File: config.mk
export PLATFORM = sky130hd
export DESIGN_NAME = vga_timing
export DESIGN_NICKNAME = d
export VERILOG_FILES = /design/src/rtl/vga_pkg.sv /design/src/rtl/pix_div.sv /design/src/rtl/vga_timing.sv
export SDC_FILE = /design/constraint.sdc
export NUM_CORES = 1
export LEC_CHECK = 0
export BUFFER_PORTS_ARGS = -buffer_cell sky130_fd_sc_hd__buf_2
export CAP_MARGIN = 0
export CORE_ASPECT_RATIO = 1.5
export CORE_MARGIN = 1
export CORE_UTILIZATION = 57
export CTS_BUF_LIST = sky130_fd_sc_hd__clkbuf_8 sky130_fd_sc_hd__clkbuf_16
export CTS_CLUSTER_SIZE = 30
export DETAILED_ROUTE_END_ITERATION = 10
export GPL_TIMING_DRIVEN = 0
export MAX_ROUTING_LAYER = met4
export PLACE_DENSITY = 0.85
export SETUP_SLACK_MARGIN = 0.15
export SLEW_MARGIN = 20
export SYNTH_ARGS = -nofsm -noshare
export SYNTH_HDL_FRONTEND = slang
export SYNTH_SLANG_ARGS = --single-unit
File: constraint.sdc
create_clock -name clk -period 4.1 [get_ports clk]
set_clock_uncertainty 0.15 [all_clocks]
set_input_delay 0.615 -clock clk [delete_from_list [all_inputs] [get_ports clk]]
set_output_delay 0.615 -clock clk [all_outputs]
set_load 0.01 [all_outputs]
File: src/rtl/vga_pkg.sv
// Shared timing constants, widths and helpers for the VGA display-timing stage.
// The defaults describe standard 640x480@60 with active-low sync pulses.
package vga_pkg;

  localparam int COORD_W = 10;
  localparam int RGB_W   = 12;

  localparam int H_ACTIVE_DEF = 640;
  localparam int H_FP_DEF     = 16;
  localparam int H_SYNC_DEF   = 96;
  localparam int H_BP_DEF     = 48;
  localparam int H_TOTAL_DEF  = H_ACTIVE_DEF + H_FP_DEF + H_SYNC_DEF + H_BP_DEF;

  localparam int V_ACTIVE_DEF = 480;
  localparam int V_FP_DEF     = 10;
  localparam int V_SYNC_DEF   = 2;
  localparam int V_BP_DEF     = 33;
  localparam int V_TOTAL_DEF  = V_ACTIVE_DEF + V_FP_DEF + V_SYNC_DEF + V_BP_DEF;

  localparam logic SYNC_POL_DEF = 1'b0;

  // Half-open window test: lo <= cnt < hi.
  function automatic logic in_window(input logic [COORD_W-1:0] cnt,
                                     input logic [COORD_W-1:0] lo,
                                     input logic [COORD_W-1:0] hi);
    return (cnt >= lo) && (cnt < hi);
  endfunction

endpackage

File: src/rtl/pix_div.sv
// Pixel-enable divider: a one-clk pix_en pulse every CLK_DIV system clocks.
// tick_next is high on the clk just before pix_en, so callers can register events that line up with it.
module pix_div
  import vga_pkg::*;
#(
  parameter int CLK_DIV = 4
) (
  input  logic clk,
  input  logic rst,
  output logic pix_en,
  output logic tick_next
);

  localparam int DW = (CLK_DIV > 1) ? $clog2(CLK_DIV) : 1;
  localparam logic [DW-1:0] DIV_LAST = DW'(CLK_DIV - 1);

  logic [DW-1:0] div_q, div_d;
  logic          pix_en_q, pix_en_d;

  always_comb begin
    tick_next = (div_q == DIV_LAST);
    div_d     = tick_next ? '0 : div_q + 1'b1;
    pix_en_d  = tick_next;
  end

  always_ff @(posedge clk or negedge rst) begin
    if (!rst) begin
      div_q    <= '0;
      pix_en_q <= 1'b0;
    end else begin
      div_q    <= div_d;
      pix_en_q <= pix_en_d;
    end
  end

  assign pix_en = pix_en_q;

endmodule

File: src/rtl/vga_timing.sv
// VGA display timing: pixel counters for the renderer, plus sync and blanked colour
// output delayed one pixel tick so they line up with the renderer's returned rgb.
module vga_timing
  import vga_pkg::*;
#(
  parameter int   CLK_DIV  = 4,
  parameter int   H_ACTIVE = H_ACTIVE_DEF,
  parameter int   H_FP     = H_FP_DEF,
  parameter int   H_SYNC   = H_SYNC_DEF,
  parameter int   H_BP     = H_BP_DEF,
  parameter int   V_ACTIVE = V_ACTIVE_DEF,
  parameter int   V_FP     = V_FP_DEF,
  parameter int   V_SYNC   = V_SYNC_DEF,
  parameter int   V_BP     = V_BP_DEF,
  parameter logic SYNC_POL = SYNC_POL_DEF
) (
  input  logic               clk,
  input  logic               rst,
  input  logic [RGB_W-1:0]   rgb_in,
  output logic               pix_en,
  output logic [COORD_W-1:0] col,
  output logic [COORD_W-1:0] row,
  output logic               active,
  output logic               frame_start,
  output logic               vga_hs,
  output logic               vga_vs,
  output logic [3:0]         vga_r,
  output logic [3:0]         vga_g,
  output logic [3:0]         vga_b
);

  localparam int H_TOTAL = H_ACTIVE + H_FP + H_SYNC + H_BP;
  localparam int V_TOTAL = V_ACTIVE + V_FP + V_SYNC + V_BP;

  localparam logic [COORD_W-1:0] H_LAST   = COORD_W'(H_TOTAL - 1);
  localparam logic [COORD_W-1:0] V_LAST   = COORD_W'(V_TOTAL - 1);
  localparam logic [COORD_W-1:0] H_VIS    = COORD_W'(H_ACTIVE);
  localparam logic [COORD_W-1:0] V_VIS    = COORD_W'(V_ACTIVE);
  localparam logic [COORD_W-1:0] HS_START = COORD_W'(H_ACTIVE + H_FP);
  localparam logic [COORD_W-1:0] HS_END   = COORD_W'(H_ACTIVE + H_FP + H_SYNC);
  localparam logic [COORD_W-1:0] VS_START = COORD_W'(V_ACTIVE + V_FP);
  localparam logic [COORD_W-1:0] VS_END   = COORD_W'(V_ACTIVE + V_FP + V_SYNC);

  logic tick, tick_next;

  logic [COORD_W-1:0] h_cnt_q, h_cnt_d;
  logic [COORD_W-1:0] v_cnt_q, v_cnt_d;
  logic               active_q, active_d;
  logic               frame_start_q, frame_start_d;
  logic               hs_q, hs_d;
  logic               vs_q, vs_d;
  logic [RGB_W-1:0]   rgb_q, rgb_d;

  pix_div #(.CLK_DIV(CLK_DIV)) u_pix_div (
    .clk       (clk),
    .rst       (rst),
    .pix_en    (tick),
    .tick_next (tick_next)
  );

  always_comb begin
    h_cnt_d  = h_cnt_q;
    v_cnt_d  = v_cnt_q;
    active_d = active_q;
    rgb_d    = rgb_q;
    hs_d     = hs_q;
    vs_d     = vs_q;

    if (tick) begin
      if (h_cnt_q == H_LAST) begin
        h_cnt_d = '0;
        v_cnt_d = (v_cnt_q == V_LAST) ? '0 : v_cnt_q + 1'b1;
      end else begin
        h_cnt_d = h_cnt_q + 1'b1;
      end
      active_d = (h_cnt_d < H_VIS) && (v_cnt_d < V_VIS);
      // The rgb arriving now belongs to the pixel still shown on col/row, so blank with that pixel's active.
      rgb_d = active_q ? rgb_in : '0;
      hs_d  = in_window(h_cnt_q, HS_START, HS_END) ~^ SYNC_POL;
      vs_d  = in_window(v_cnt_q, VS_START, VS_END) ~^ SYNC_POL;
    end

    // Look at the counter value that will be on display during the next pix_en, which also covers CLK_DIV = 1.
    frame_start_d = tick_next && (h_cnt_d == H_LAST) && (v_cnt_d == V_LAST);
  end

  always_ff @(posedge clk or negedge rst) begin
    if (!rst) begin
      h_cnt_q       <= '0;
      v_cnt_q       <= '0;
      active_q      <= 1'b1;
      frame_start_q <= 1'b0;
      hs_q          <= ~SYNC_POL;
      vs_q          <= ~SYNC_POL;
      rgb_q         <= '0;
    end else begin
      h_cnt_q       <= h_cnt_d;
      v_cnt_q       <= v_cnt_d;
      active_q      <= active_d;
      frame_start_q <= frame_start_d;
      hs_q          <= hs_d;
      vs_q          <= vs_d;
      rgb_q         <= rgb_d;
    end
  end

  assign pix_en      = tick;
  assign col         = h_cnt_q;
  assign row         = v_cnt_q;
  assign active      = active_q;
  assign frame_start = frame_start_q;
  assign vga_hs      = hs_q;
  assign vga_vs      = vs_q;
  assign vga_r       = rgb_q[11:8];
  assign vga_g       = rgb_q[7:4];
  assign vga_b       = rgb_q[3:0];

endmodule

* After elaboration in Yosys (flattened, before gate mapping)
Index checks and enable logic that the tools add are counted.
** Storage, ports and cells
- Output and inout port bits :: 37
- Register bits :: 39
- Bits of input ports :: 14
- Logic and storage cells :: 39
** Cells by class
- $add $sub $neg :: 3
- Bitwise gates (word level) :: 2
- Muxes and demuxes :: 9
- $lt $le $gt $ge :: 6
- Reductions and logical operators :: 5
- Equal/unequal tests :: 5
** Operators with widths (number)
- 10-bit two-way mux :: 7
- 10-bit equality test, second input constant :: 4
- 10-bit by 1-bit adder with 10-bit output, second input constant :: 2
- 10-bit < comparator, second input constant :: 2
- 10-bit by 9-bit < comparator with 1-bit output, second input constant :: 2
- 12-bit two-way mux :: 1
- 10-bit greater-or-equal comparator, second input constant :: 1
- 10-bit by 9-bit greater-or-equal comparator with 1-bit output, second input constant :: 1
- 1-bit logical AND :: 5
- 2-bit by 1-bit adder with 2-bit output, second input constant :: 1
- 2-bit equality test, second input constant :: 1
- 2-bit two-way mux :: 1
- 1-bit inverter :: 2

* Longest topological paths before layout
Gate-level depths: netlist of run 1.
- Depth after elaboration :: 7
- Depth in mapped cells :: 8
- Mapped depth without buffers :: 8

* By module
From an unflattened synthesis of run 1, not the netlist that was laid out.
** Second synthesis, totals
- Cell total of the unflattened synthesis :: 224
- Area total of the unflattened synthesis :: 2194.6 µm²
** Modules (own cells, without submodules)
- vga_timing :: area an instance 2103.3 µm², sequential area each 904.6 µm², cells an instance 219, times used 1
- pix_div :: area an instance 91.3 µm², sequential area each 75.1 µm², cells an instance 5, times used 1

* Worst setup path after synthesis of run 1
OpenSTA, ideal clock, no wires.
- Path kind :: flip-flop to flip-flop
- Start :: register h_cnt_q[7], in the netlist col[7]
- End :: register active_q, in the netlist active
- Cell stages (with the launch flop) :: 8
- Setup time :: 0.082 ns
- Data arrival time :: 2.448 ns
- Required time :: 3.868 ns
- Period minus slack after synthesis :: 2.680 ns
- Slack :: 1.420 ns
- Path buffers :: 1
- Path through :: dfrtp_1 -> buf_6 -> or4b_4 -> or3_1 -> or4_1 -> a21oi_1 -> a21oi_1 -> o31a_1
** Between the ends
- Word-level cells in the longest chain between the ends :: 5
- Elaborated cells between the ends (all ways) :: 9
- Those cells by class :: add/sub: 1; order compare: 2; eq/ne: 1; mux: 4; reduce/logical: 1
** RTL lines
- start, declared :: RTL line vga_timing.sv:46 : logic [COORD_W-1:0] h_cnt_q, h_cnt_d;
- start signal, assigned :: RTL line vga_timing.sv:97 : h_cnt_q <= h_cnt_d;
- 10-bit by 1-bit adder with 10-bit output / 10-bit equality test (equally long branches) :: RTL line vga_timing.sv:74, vga_timing.sv:70
- 10-bit two-way mux :: RTL line vga_timing.sv:70 : if (h_cnt_q == H_LAST) begin
- 10-bit two-way mux :: RTL line vga_timing.sv:69 : if (tick) begin
- 10-bit < comparator / 10-bit by 9-bit < comparator with 1-bit output (equally long branches) :: RTL line vga_timing.sv:76 : active_d = (h_cnt_d < H_VIS) && (v_cnt_d < V_VIS);
- 1-bit logical AND * :: RTL line vga_timing.sv:76
- end signal, assigned :: RTL line vga_timing.sv:99 : active_q <= active_d;
- end, declared :: RTL line vga_timing.sv:48 : logic active_q, active_d;
Mark *: on every way between the ends. The rest lies on a longest branch, timed or not. The select of a mux whose other input is x is not followed.
A chain may end at the register's enable or synchronous reset.

* Final worst setup path of run 1
- Start :: register h_cnt_q[7], in the netlist col[7]
- End :: register frame_start_q, in the netlist frame_start
** Between the ends
- Word-level cells in the longest chain between the ends :: 7
- Elaborated cells between the ends (all ways) :: 12
- Those cells by class :: add/sub: 1; eq/ne: 3; mux: 6; reduce/logical: 2
** RTL lines
- 10-bit equality test :: RTL line vga_timing.sv:70
- 10-bit two-way mux :: RTL line vga_timing.sv:70
- 10-bit two-way mux (2 in series) :: RTL line vga_timing.sv:69
- named net h_cnt_d[5] :: RTL line vga_timing.sv:46
- 10-bit equality test :: RTL line vga_timing.sv:84 : frame_start_d = tick_next && (h_cnt_d == H_LAST) && (v_cnt_d == V_LAST);
- 1-bit logical AND (2 in series) :: RTL line vga_timing.sv:84
- named net frame_start_d :: RTL line vga_timing.sv:49 : logic frame_start_q, frame_start_d;
- end signal, assigned :: RTL line vga_timing.sv:100 : frame_start_q <= frame_start_d;
- end, declared :: RTL line vga_timing.sv:49
The timed path passes the listed nets, and every way through them passes these cells. The select of a mux whose other input is x is not followed.

==> results of run 1 <==
==> cells in the mapped netlist, types with 2 or more instances <==
cell type	count	area (sq um)
a21oi_1	8	40.0
a31oi_1	2	12.5
a41oi_1	2	17.5
and3_1	3	18.8
and4_1	2	17.5
buf_6	2	22.5
clkbuf_1	9	33.8
dfrtp_1	36	901
dfstp_2	3	78.8
ha_1	6	75.1
inv_1	20	75.1
mux2i_1	3	30.0
nand2_1	33	124
nand2b_1	2	12.5
nand3_1	9	45.0
nand4_1	4	25.0
nand4b_1	2	17.5
nor2_1	15	56.3
nor3_1	7	35.0
o211ai_1	2	15.0
o21ai_0	23	115
o22ai_1	3	18.8
o31ai_1	2	15.0
or2_2	3	18.8
or3_1	4	25.0
xnor2_1	5	43.8
xor2_1	4	35.0
==> path summary, 6_finish.rpt <==
path / end / cells past startpoint / slack (ns) / start
max in group asynchronous: col[9] / 1 / 2.99 / rst
min in group clk: u_pix_div.div_q[0] / 1 / 0.29 / u_pix_div.div_q[0]
min reg2reg: u_pix_div.div_q[0] / 1 / 0.29 / u_pix_div.div_q[0]
max reg2reg: frame_start / 7 / 1.23 / col[7]
min: row[5] / 1 / 0.27 / rst
max: frame_start / 7 / 1.23 / col[7]
==> cell families (layout without fill, tap and decap cells) <==
kind of cell,after synthesis,count (layout)
multiplexers,4,4
flip-flops,39,39
AND/OR/NAND/NOR,93,93
buffers and inverters,31,89
adder cells (fa/ha/maj),6,6
AO/OA/AOI/OAI,48,48
XOR/XNOR,9,9
==> cell type report <==
| type | instances | area share (%) |
|---|---|---|
| Sequential cell | 39 | 39.1 |
| Inverter | 20 | 3.00 |
| Clock inverter | 3 | 2.55 |
| Clock buffer | 5 | 2.75 |
| Timing Repair Buffer | 50 | 9.99 |
| Multi-Input combinational cell | 160 | 38.3 |
| Buffer | 11 | 2.25 |
| Tap cell | 42 | 2.10 |
==> registers in the layout, summed over array words and instances, names as in the netlist <==
register          flops
rgb_q                12
row                  10
u_pix_div.div_q       2
active                1
vga_hs                1
col                  10
frame_start           1
vga_vs                1
u_pix_div.pix_en      1
==> power by group through the flow <==
stage	Sequential [mW]	Clock [mW]	Combinational, mW
floorplan	0.404	0	0.00383
global route	0.394	0.396	0.0307
CTS	0.394	0.376	0.0277
finish	0.394	0.371	0.0270
global placement	0.400	0	0.0268
detailed placement	0.401	0	0.0276
==> cell usage in the layout, fill, tap and decap left out, types with 2 or more instances in the layout <==
cell type | synthesis | final
xnor2_1 | 5 | 5
bufinv_16 | 0 | 2
clkbuf_8 | 0 | 5
dfstp_2 | 3 | 3
ha_1 | 6 | 6
a31oi_1 | 2 | 2
or2_2 | 3 | 3
nand4_1 | 4 | 4
buf_2 | 0 | 50
buf_6 | 2 | 2
mux2i_1 | 3 | 3
o21ai_0 | 23 | 23
a41oi_1 | 2 | 2
nand2_1 | 33 | 33
xor2_1 | 4 | 4
inv_1 | 20 | 21
o31ai_1 | 2 | 2
nand3_1 | 9 | 9
dfrtp_1 | 36 | 36
and3_1 | 3 | 3
nor3_1 | 7 | 7
nor2_1 | 15 | 15
o22ai_1 | 3 | 3
o211ai_1 | 2 | 2
nand4b_1 | 2 | 2
and4_1 | 2 | 2
nand2b_1 | 2 | 2
or3_1 | 4 | 4
a21oi_1 | 8 | 8
clkbuf_1 | 9 | 9
==> metal layers <==
metal	global-route usage, %	share of wire, %
met1	32.4	41
met3	4.99	5.3
met4	14.1	3.5
met2	47.8	50
met5	-	0
==> critical path, cell delays in order, from the launching register on <==
cell and delay [ns]:
dfrtp_1 0.39, buf_6 0.14, or4b_4 0.55, nor3_1 0.42
nor3_1 0.10, a21o_1 0.18, or4b_1 0.56, nor4_2 0.29
==> run_results.csv, run 1 <==
group,metric,value,unit
outcome,status,"finished clean",
detailed_routing,num_vias,1900,
placed_design,place_ws,1.30,ns
placed_design,place_congestion,0.965,
setup_path,cp-start-kind,"register",
global_route,grt_pass1_vias,1680,
floorplanning,num_io_pins,51,
hold_path,hp-class,"primary input to async pin",
timing,finalWorstSetupSlack,1.23,ns
synth,netlist_area,2070,sq um
cts,cts_resized,0,
power_and_ir_drop,total_power,0.792,mW
detailed_routing,drc,0,
global_route,grt-ovfl-total,0,
setup_path,worstPathArrival,2.92,ns
synth,synth_top_family_by_area,"simple AND/OR/NAND/NOR gates",
synth,synth_edf_count,0,
layout,syn2layout_area_growth,21.0,%
floorplanning,dieHeight,75.8,um
detailed_routing,drtAntennaViolNets,0,
power_and_ir_drop,seq_power_share,49.7,%
floorplanning,initial_core_util,60.1,%
global_route,grt_antenna_before_repair,0,
synth,synth_async_sr_flop_share,100,%
layout,finish.instance_area,2510,sq um
timing,hold_viol,0,
timing,finalCriticalPeriod,2.87,ns
power_and_ir_drop,switching_share,19.0,%
placed_design,dpl_cell_area,2370,sq um
floorplanning,dieArea,3880,sq um
synth,ys_seq_area_share,47.3,%
global_route,grt_max_degree,40,
timing,worst_pin_slew,0.844,ns
placed_design,portBuffers,50,
cts,cts_tree,"built",
detailed_routing,via_per_inst,5.76,
timing,finalSetupViolCount,0,
synth,yosysUniqueCellTypes,43,
cts,ctsLongestPathBuffers,2,
layout,finalNonFillerCells,330,
synth,synth_cells,230,
synth,ys_ff_latch,39,
synth,syn_nets,250,
cts,clk_latency,0.29,ns
floorplanning,die_x,51.2,um
timing,rsz0062_at_grt,"false",
placed_design,dp_hpwl,3450,um
cts,root_buffer,"clkbuf_8",
synth,yosys.area_share.simple,23.3,%
floorplanning,row_count,26,
timing,finalCritPeriodShare,70.0,%
power_and_ir_drop,ir_worst_vdd,0.234,mV
layout,fin_nets,307,
cts,clk_pin_slew,0.07,ns
timing,fmax,349,MHz
timing,drv_slew,0,
power_and_ir_drop,p_sw,0.150,mW
cts,cts_buffers,5,
detailed_routing,dr.pass1.iters,4,
placed_design,placed_cells,322,
synth,synthXorXnorAreaFrac,3.81,%
cts,clock-sinks,39,
power_and_ir_drop,intPower,0.642,mW
synth,synth_compound_area_share,13.7,%
cts,hold_buffers,0,
cts,cts_max_level,2,
synth,synth.mux.area_fraction,1.99,%
setup_path,cp.required,4.15,ns
layout,fill_cells,280,
floorplanning,coreArea,3450,sq um
detailed_routing,wl_per_cell,14.9,um
setup_path,endpoint_kind,"register",
synth,ys_warn_count,0,
timing,slew_headroom,43.7,%
layout,ff_latch_area,980,sq um
power_and_ir_drop,powerDensity,316,nW/um^2
power_and_ir_drop,p_leak,1.18,nW
synth,synth_fa_ha_area_share,3.63,%
synth,postSynthAreaPerCell,9.00,sq um
global_route,grt_usage,28.4,%
layout,antennaDiodeCount,0,
power_and_ir_drop,p_clk_share,46.9,%
setup_path,critPathKind,"register to register",
layout,post-route-util,72.7,%
layout,drive_gt1_share,24.0,%
cts,postCtsSetupRepairBufs,0,
setup_path,worstPathMaxFanout,8,
flow_run,drv_cap,0,
global_route,grt_pass1_wl,7790,um
detailed_routing,initialDrtViolationCount,65,
detailed_routing,wl,4930,um
layout,multi_input_area,960,sq um
timing,tns,0,ns
synth,ys.flop_type,"dfrtp_1",
timing,timing.hold.ws,0.271,ns
power_and_ir_drop,power_frac_comb,3.4,%
No activity file was read; power rests on OpenSTA's default activity.
==> run 2, diff against run 1 <==
- CORE_UTILIZATION: 57 -> 53
- PLACE_DENSITY: 0.85 -> 0.79
- clock period: 4.1 -> 2.8 ns (I/O delays scaled with it)
==> run 2 against run 1 <==
Compared with the run above:
- design area grew 4.6%
- worst setup slack worse by 1.2 ns
- register-to-register slack worse by 1.2 ns
- first-iteration DRC count is 22% lower
- utilization is 2.1 points lower
- sequential cell count is the same
- sequential share of layout area decreased by 1.7 points
- combinational power increased by 46%
- die area increased by 7.3%
- final cell count grew 2.4%
- routed wire length is 0.79% lower
- total power increased by 48%
==> run_results.csv, run 2 (synthesis results as in run 1) <==
group,metric,value,unit
layout,largest_reg_flops,12,
placed_design,dp_hpwl,3350,um
timing,fmax,362,MHz
setup_path,r2r_start,"col[7]",
setup_path,slowest_delay,0.57,ns
timing,finalWorstSetupSlack,0.0367,ns
detailed_routing,num_vias,1875,
power_and_ir_drop,total_power,1.17,mW
setup_path,cp_common_cell,"buf_6",
placed_design,place_congestion,0.932,
layout,final_common_cell,"buf_2",
global_route,grt_usage,25.7,%
setup_path,r2r_end,"frame_start",
floorplanning,initial_core_util,55.7,%
setup_path,r2r_cells,9,
cts,cts_max_level,2,
floorplanning,coreArea,3720,sq um
timing,finalSetupViolCount,0,
setup_path,critPathKind,"register to register",
timing,timing.hold.ws,0.0801,ns
global_route,grt_pass1_wl,7660,um
cts,clk_latency,0.30,ns
cts,cts_tree,"built",
floorplanning,die_x,53.0,um
cts,cts_buffers,5,
setup_path,endpoint_kind,"register",
power_and_ir_drop,powerDensity,446,nW/um^2
cts,clock-sinks,39,
setup_path,cp-start-kind,"register",
setup_path,worstPathMaxFanout,5,
power_and_ir_drop,ir_worst_vdd,0.412,mV
detailed_routing,wl_per_cell,14.5,um
setup_path,path_delay_family,"simple AND/OR/NAND/NOR gates",
cts,root_buffer,"clkbuf_8",
setup_path,critPathBufInv,3,
layout,finish.instance_area,2620,sq um
flow_run,drv_cap,0,
layout,regMostFlops,"rgb_q",
placed_design,portBuffers,50,
power_and_ir_drop,p_leak,1.24,nW
layout,syn2layout_area_growth,26.6,%
floorplanning,row_count,27,
cts,ctsLongestPathBuffers,2,
detailed_routing,drtAntennaViolNets,0,
global_route,grt_pass1_vias,1712,
setup_path,cp.required,2.85,ns
timing,slew_headroom,42.3,%
detailed_routing,dr.pass1.iters,4,
placed_design,dpl_cell_area,2380,sq um
hold_path,hp-class,"primary input to async pin",
global_route,grt-ovfl-total,0,
floorplanning,num_io_pins,51,
timing,drv_slew,0,
cts,clk_pin_slew,0.08,ns
detailed_routing,initialDrtViolationCount,51,
setup_path,crit_slowest_cell,"or4b_4",
detailed_routing,wl,4890,um
global_route,grt_max_degree,40,
detailed_routing,drc,0,
floorplanning,dieArea,4170,sq um
global_route,grt_antenna_before_repair,0,
floorplanning,dieHeight,78.6,um
timing,worst_pin_slew,0.866,ns
layout,final_cell_mix,"buf_2, dfrtp_1, nand2_1, o21ai_0, inv_1",
timing,finalCritPeriodShare,98.7,%
layout,antennaDiodeCount,0,
placed_design,place_ws,0.00795,ns
timing,hold_viol,0,
layout,drive_gt1_share,29.8,%
timing,finalCriticalPeriod,2.76,ns
timing,rsz0062_at_grt,"true",
outcome,status,"finished clean",
setup_path,worstPathArrival,2.82,ns
detailed_routing,via_per_inst,5.55,
setup_path,r2r_setup_slack,0.04,ns
layout,fin_nets,314,
setup_path,crit_chain,"buf_6 -> or4b_4 -> or3_4 -> buf_6 -> buf_6 -> or3_1 -> o21ai_2 -> nand2_2 -> nor4_2",
[run 2: changes by cell type in the layout (fill, tap and decap cells not counted), moves of 2 or more]
| cell | delta |
|---|---|
| a21oi_1 | -2 |
| a21oi_2 | +2 |
| buf_4 | +6 |
| nor3_1 | -3 |
| nor3_2 | +2 |
| or3_1 | -2 |
| or3_4 | +2 |
[run 2: worst max-delay path by stage]
stage	end	cells after the start	from	slack (ns)
after detailed placement	frame_start	7	col[6]	0.008
after CTS	frame_start	8	col[7]	0.04
after global routing	frame_start	9	col[7]	-0.02
after global placement	frame_start	7	col[6]	0.005
after floorplan	frame_start	8	col[7]	0.15
final	frame_start	9	col[7]	0.04
[run 2: final cells by class]
| cell class | instances | area [sq um] |
|---|---|---|
| Multi-Input combinational cell | 160 | 1020 |
| Tap cell | 43 | 53.8 |
| Sequential cell | 39 | 981 |
| Fill cell | 312 | 1090 |
| Buffer | 11 | 56.3 |
| Clock inverter | 3 | 63.8 |
| Timing Repair Buffer | 57 | 307 |
| Clock buffer | 5 | 68.8 |
| Inverter | 20 | 75.1 |
[run 2: where the power goes]
part / internal [mW] / switching (mW) / total (mW)
Sequential: 0.572 / 0.00398 / 0.576
Combinational: 0.0151 / 0.0242 / 0.0393
Clock: 0.352 / 0.201 / 0.554
Total: 0.939 / 0.230 / 1.17
[run 2: through the flow]
| stage | utilization, % | TNS (ns) | instances |
|---|---|---|---|
| finish | 70.5 | 0 | 338 |
| global route | 70.5 | -0.0206 | 338 |
| CTS | 67.9 | 0 | 332 |
| detailed placement | 64.0 | 0 | 323 |
| global placement | 64.0 | 0 | 323 |
| floorplan | - | 0 | 230 |
[run 2: timing repair]
action / in CTS / in global routing
setup endpoints to repair: 2 / 2
pin swaps: 3 / 6
hold buffers: 0 / 0
gates resized for setup: 2 / 13
setup buffers: 1 / 6
endpoints found under the hold margin: 0 / 0
[run 2: layer usage]
metal | vias up | global-route usage, % | part of all wire, %
met5 | - | - | 0
met4 | 0 | 8.68 | 1.2
met3 | 6 | 4.46 | 4.7
met2 | 55 | 43.8 | 54
met1 | 890 | 29.6 | 41
li1 | 924 | - | -
[run 2: worst reg2reg max path: cells and delay by family (launching register included)]
| kind | cells | cell delay (ns) |
|---|---|---|
| AND/OR/NAND/NOR | 5 | 1.66 |
| flip-flops | 1 | 0.40 |
| buffers and inverters | 3 | 0.38 |
| AO/OA/AOI/OAI | 1 | 0.09 |
==> run 3, diff against run 2 <==
- REMOVE_ABC_BUFFERS: unset -> 1
==> run 3 against run 2 <==
Compared with the run above:
- global-route usage up 0.31 points
- worst setup slack better by 0.20 ns
- sequential share of layout area up 2.1 points
- total power down 12%
- final cell count down 3.8%
- non-clock buffer count down 13
- fmax up 7.8%
- sequential power about the same
- count of clock-buffer cells in the layout up 2
- largest power group unchanged
==> run_results.csv, run 3 (synthesis results as in run 1) <==
group,metric,value,unit
outcome,status,"finished clean",
detailed_routing,drc,0,
setup_path,r2r_cells,6,
power_and_ir_drop,ir_worst_vdd,0.489,mV
global_route,grt.met1_usage,31.4,%
setup_path,critPathBufInv,0,
floorplanning,initial_core_util,55.7,%
timing,hold_viol,0,
setup_path,endpoint_kind,"register",
detailed_routing,num_vias,1832,
layout,syn2layout_area_growth,20.8,%
cts,hold_buffers,0,
timing,timing.hold.ws,0.0724,ns
timing,finalCriticalPeriod,2.56,ns
floorplanning,coreArea,3720,sq um
setup_path,critPathKind,"register to register",
setup_path,r2r_setup_slack,0.24,ns
global_route,use_met3,4.46,%
detailed_routing,via_per_inst,5.64,
cts,clk_latency,0.29,ns
layout,antennaDiodeCount,0,
global_route,grt_max_degree,40,
cts,root_buffer,"clkbuf_8",
setup_path,path_delay_family,"simple AND/OR/NAND/NOR gates",
power_and_ir_drop,total_power,1.03,mW
global_route,grt_usage,26.0,%
cts,cts_tree,"built",
cts,ctsLongestPathBuffers,2,
layout,regMostFlops,"rgb_q",
layout,final_common_cell,"buf_2",
detailed_routing,dr.pass1.iters,4,
global_route,grt_use_met2,41.4,%
timing,finalCritPeriodShare,91.6,%
global_route,grt_antenna_before_repair,0,
flow_run,drv_cap,0,
power_and_ir_drop,p_leak,1.18,nW
floorplanning,dieArea,4170,sq um
setup_path,r2r_end,"frame_start",
power_and_ir_drop,powerDensity,411,nW/um^2
floorplanning,die_x,53.0,um
setup_path,r2r_start,"col[7]",
global_route,busiest_layer,"met2",
global_route,grt_pass1_wl,7730,um
placed_design,place_congestion,0.923,
detailed_routing,drtAntennaViolNets,0,
floorplanning,row_count,27,
setup_path,cp-start-kind,"register",
layout,final_cell_mix,"buf_2, nand2_1, dfrtp_1, o21ai_0, inv_1",
hold_path,hp-class,"primary input to async pin",
timing,slew_headroom,43.2,%
setup_path,worstPathMaxFanout,5,
global_route,grt_pass1_vias,1728,
timing,finalWorstSetupSlack,0.235,ns
timing,rsz0062_at_grt,"true",
detailed_routing,wl,4690,um
setup_path,crit_slowest_cell,"or4b_4",
layout,post-route-util,67.3,%
timing,worst_pin_slew,0.851,ns
cts,clk_pin_slew,0.08,ns
cts,clock-sinks,39,
global_route,grt-ovfl-total,0,
floorplanning,dieHeight,78.6,um
timing,drv_slew,0,
placed_design,place_ws,-0.263,ns
setup_path,crit_chain,"or4b_4 -> nor3_4 -> nor3_1 -> a21o_1 -> or4b_1 -> nor4_2",
setup_path,worstPathArrival,2.60,ns
detailed_routing,wl_per_cell,14.4,um
layout,fin_nets,301,
cts,cts_buffers,5,
layout,drive_gt1_share,29.8,%
setup_path,cp.required,2.84,ns
cts,cts_max_level,2,
timing,finalSetupViolCount,0,
detailed_routing,initialDrtViolationCount,63,
floorplanning,num_io_pins,51,
placed_design,dp_hpwl,3230,um
setup_path,slowest_delay,0.59,ns
placed_design,portBuffers,50,
layout,largest_reg_flops,12,
timing,fmax,390,MHz
## run 3: cell count changes in the layout (fill, tap and decap cells not counted), moves of 2 or more
cell and delta:
clkbuf_1 -9, dfrtp_1 -4, buf_6 -3, dfrtp_2 +3, bufinv_16 -2, clkbuf_8 +2
## run 3: final cells by class
cell class | count | area, sq um
clock buffers | 7 | 96.3
clock inverters | 1 | 3.75
fillers | 333 | 1210
inverters | 20 | 75.1
multi-input cells | 160 | 996
flip-flops and latches | 39 | 988
well taps | 43 | 53.8
repair buffers | 55 | 288
## run 3: power by group
part,leakage (nW),switching (mW),total (mW),internal (mW)
logic,0.643,0.0240,0.0392,0.0151
registers,0.484,0.00351,0.575,0.572
clock network,0.0557,0.192,0.413,0.221
## run 3: worst max path at each step
stage | startpoint | endpoint | slack, ns | depth (start not counted)
final | col[7] | frame_start | 0.24 | 6
after floorplan | col[7] | active | 0.17 | 6
after detailed placement | u_pix_div.pix_en | frame_start | -0.26 | 6
after global routing | col[7] | frame_start | 0.12 | 6
after global placement | u_pix_div.pix_en | frame_start | -0.28 | 6
after CTS | u_pix_div.pix_en | frame_start | 0.15 | 6
## run 3: what timing repair did
item | CTS | global route
pin swaps | 1 | 9
resized for setup | 8 | 6
cloned | 0 | 0
buffers inserted | 2 | 3
endpoints found under the setup margin | 6 | 2
## run 3: stage by stage
stage | instance area, sq um | TNS [ns] | cells
CTS | 2450 | 0 | 322
finish | 2500 | 0 | 325
global placement | 2320 | -0.275 | 312
global route | 2500 | 0 | 325
detailed placement | 2320 | -0.263 | 312
floorplan | 2010 | 0 | 219
## run 3: per-layer routing
metal / vias up / routed length, um
met5: - / 0
met2: 78 / 2350
met1: 844 / 1980
met4: 0 / 123
met3: 9 / 242
li1: 901 / -
## run 3: worst register-to-register path, delay by kind of cell, from the launching register on
| family | cells | cell delay [ns] |
|---|---|---|
| compound gates | 1 | 0.17 |
| flops | 1 | 0.41 |
| simple gates | 5 | 1.73 |
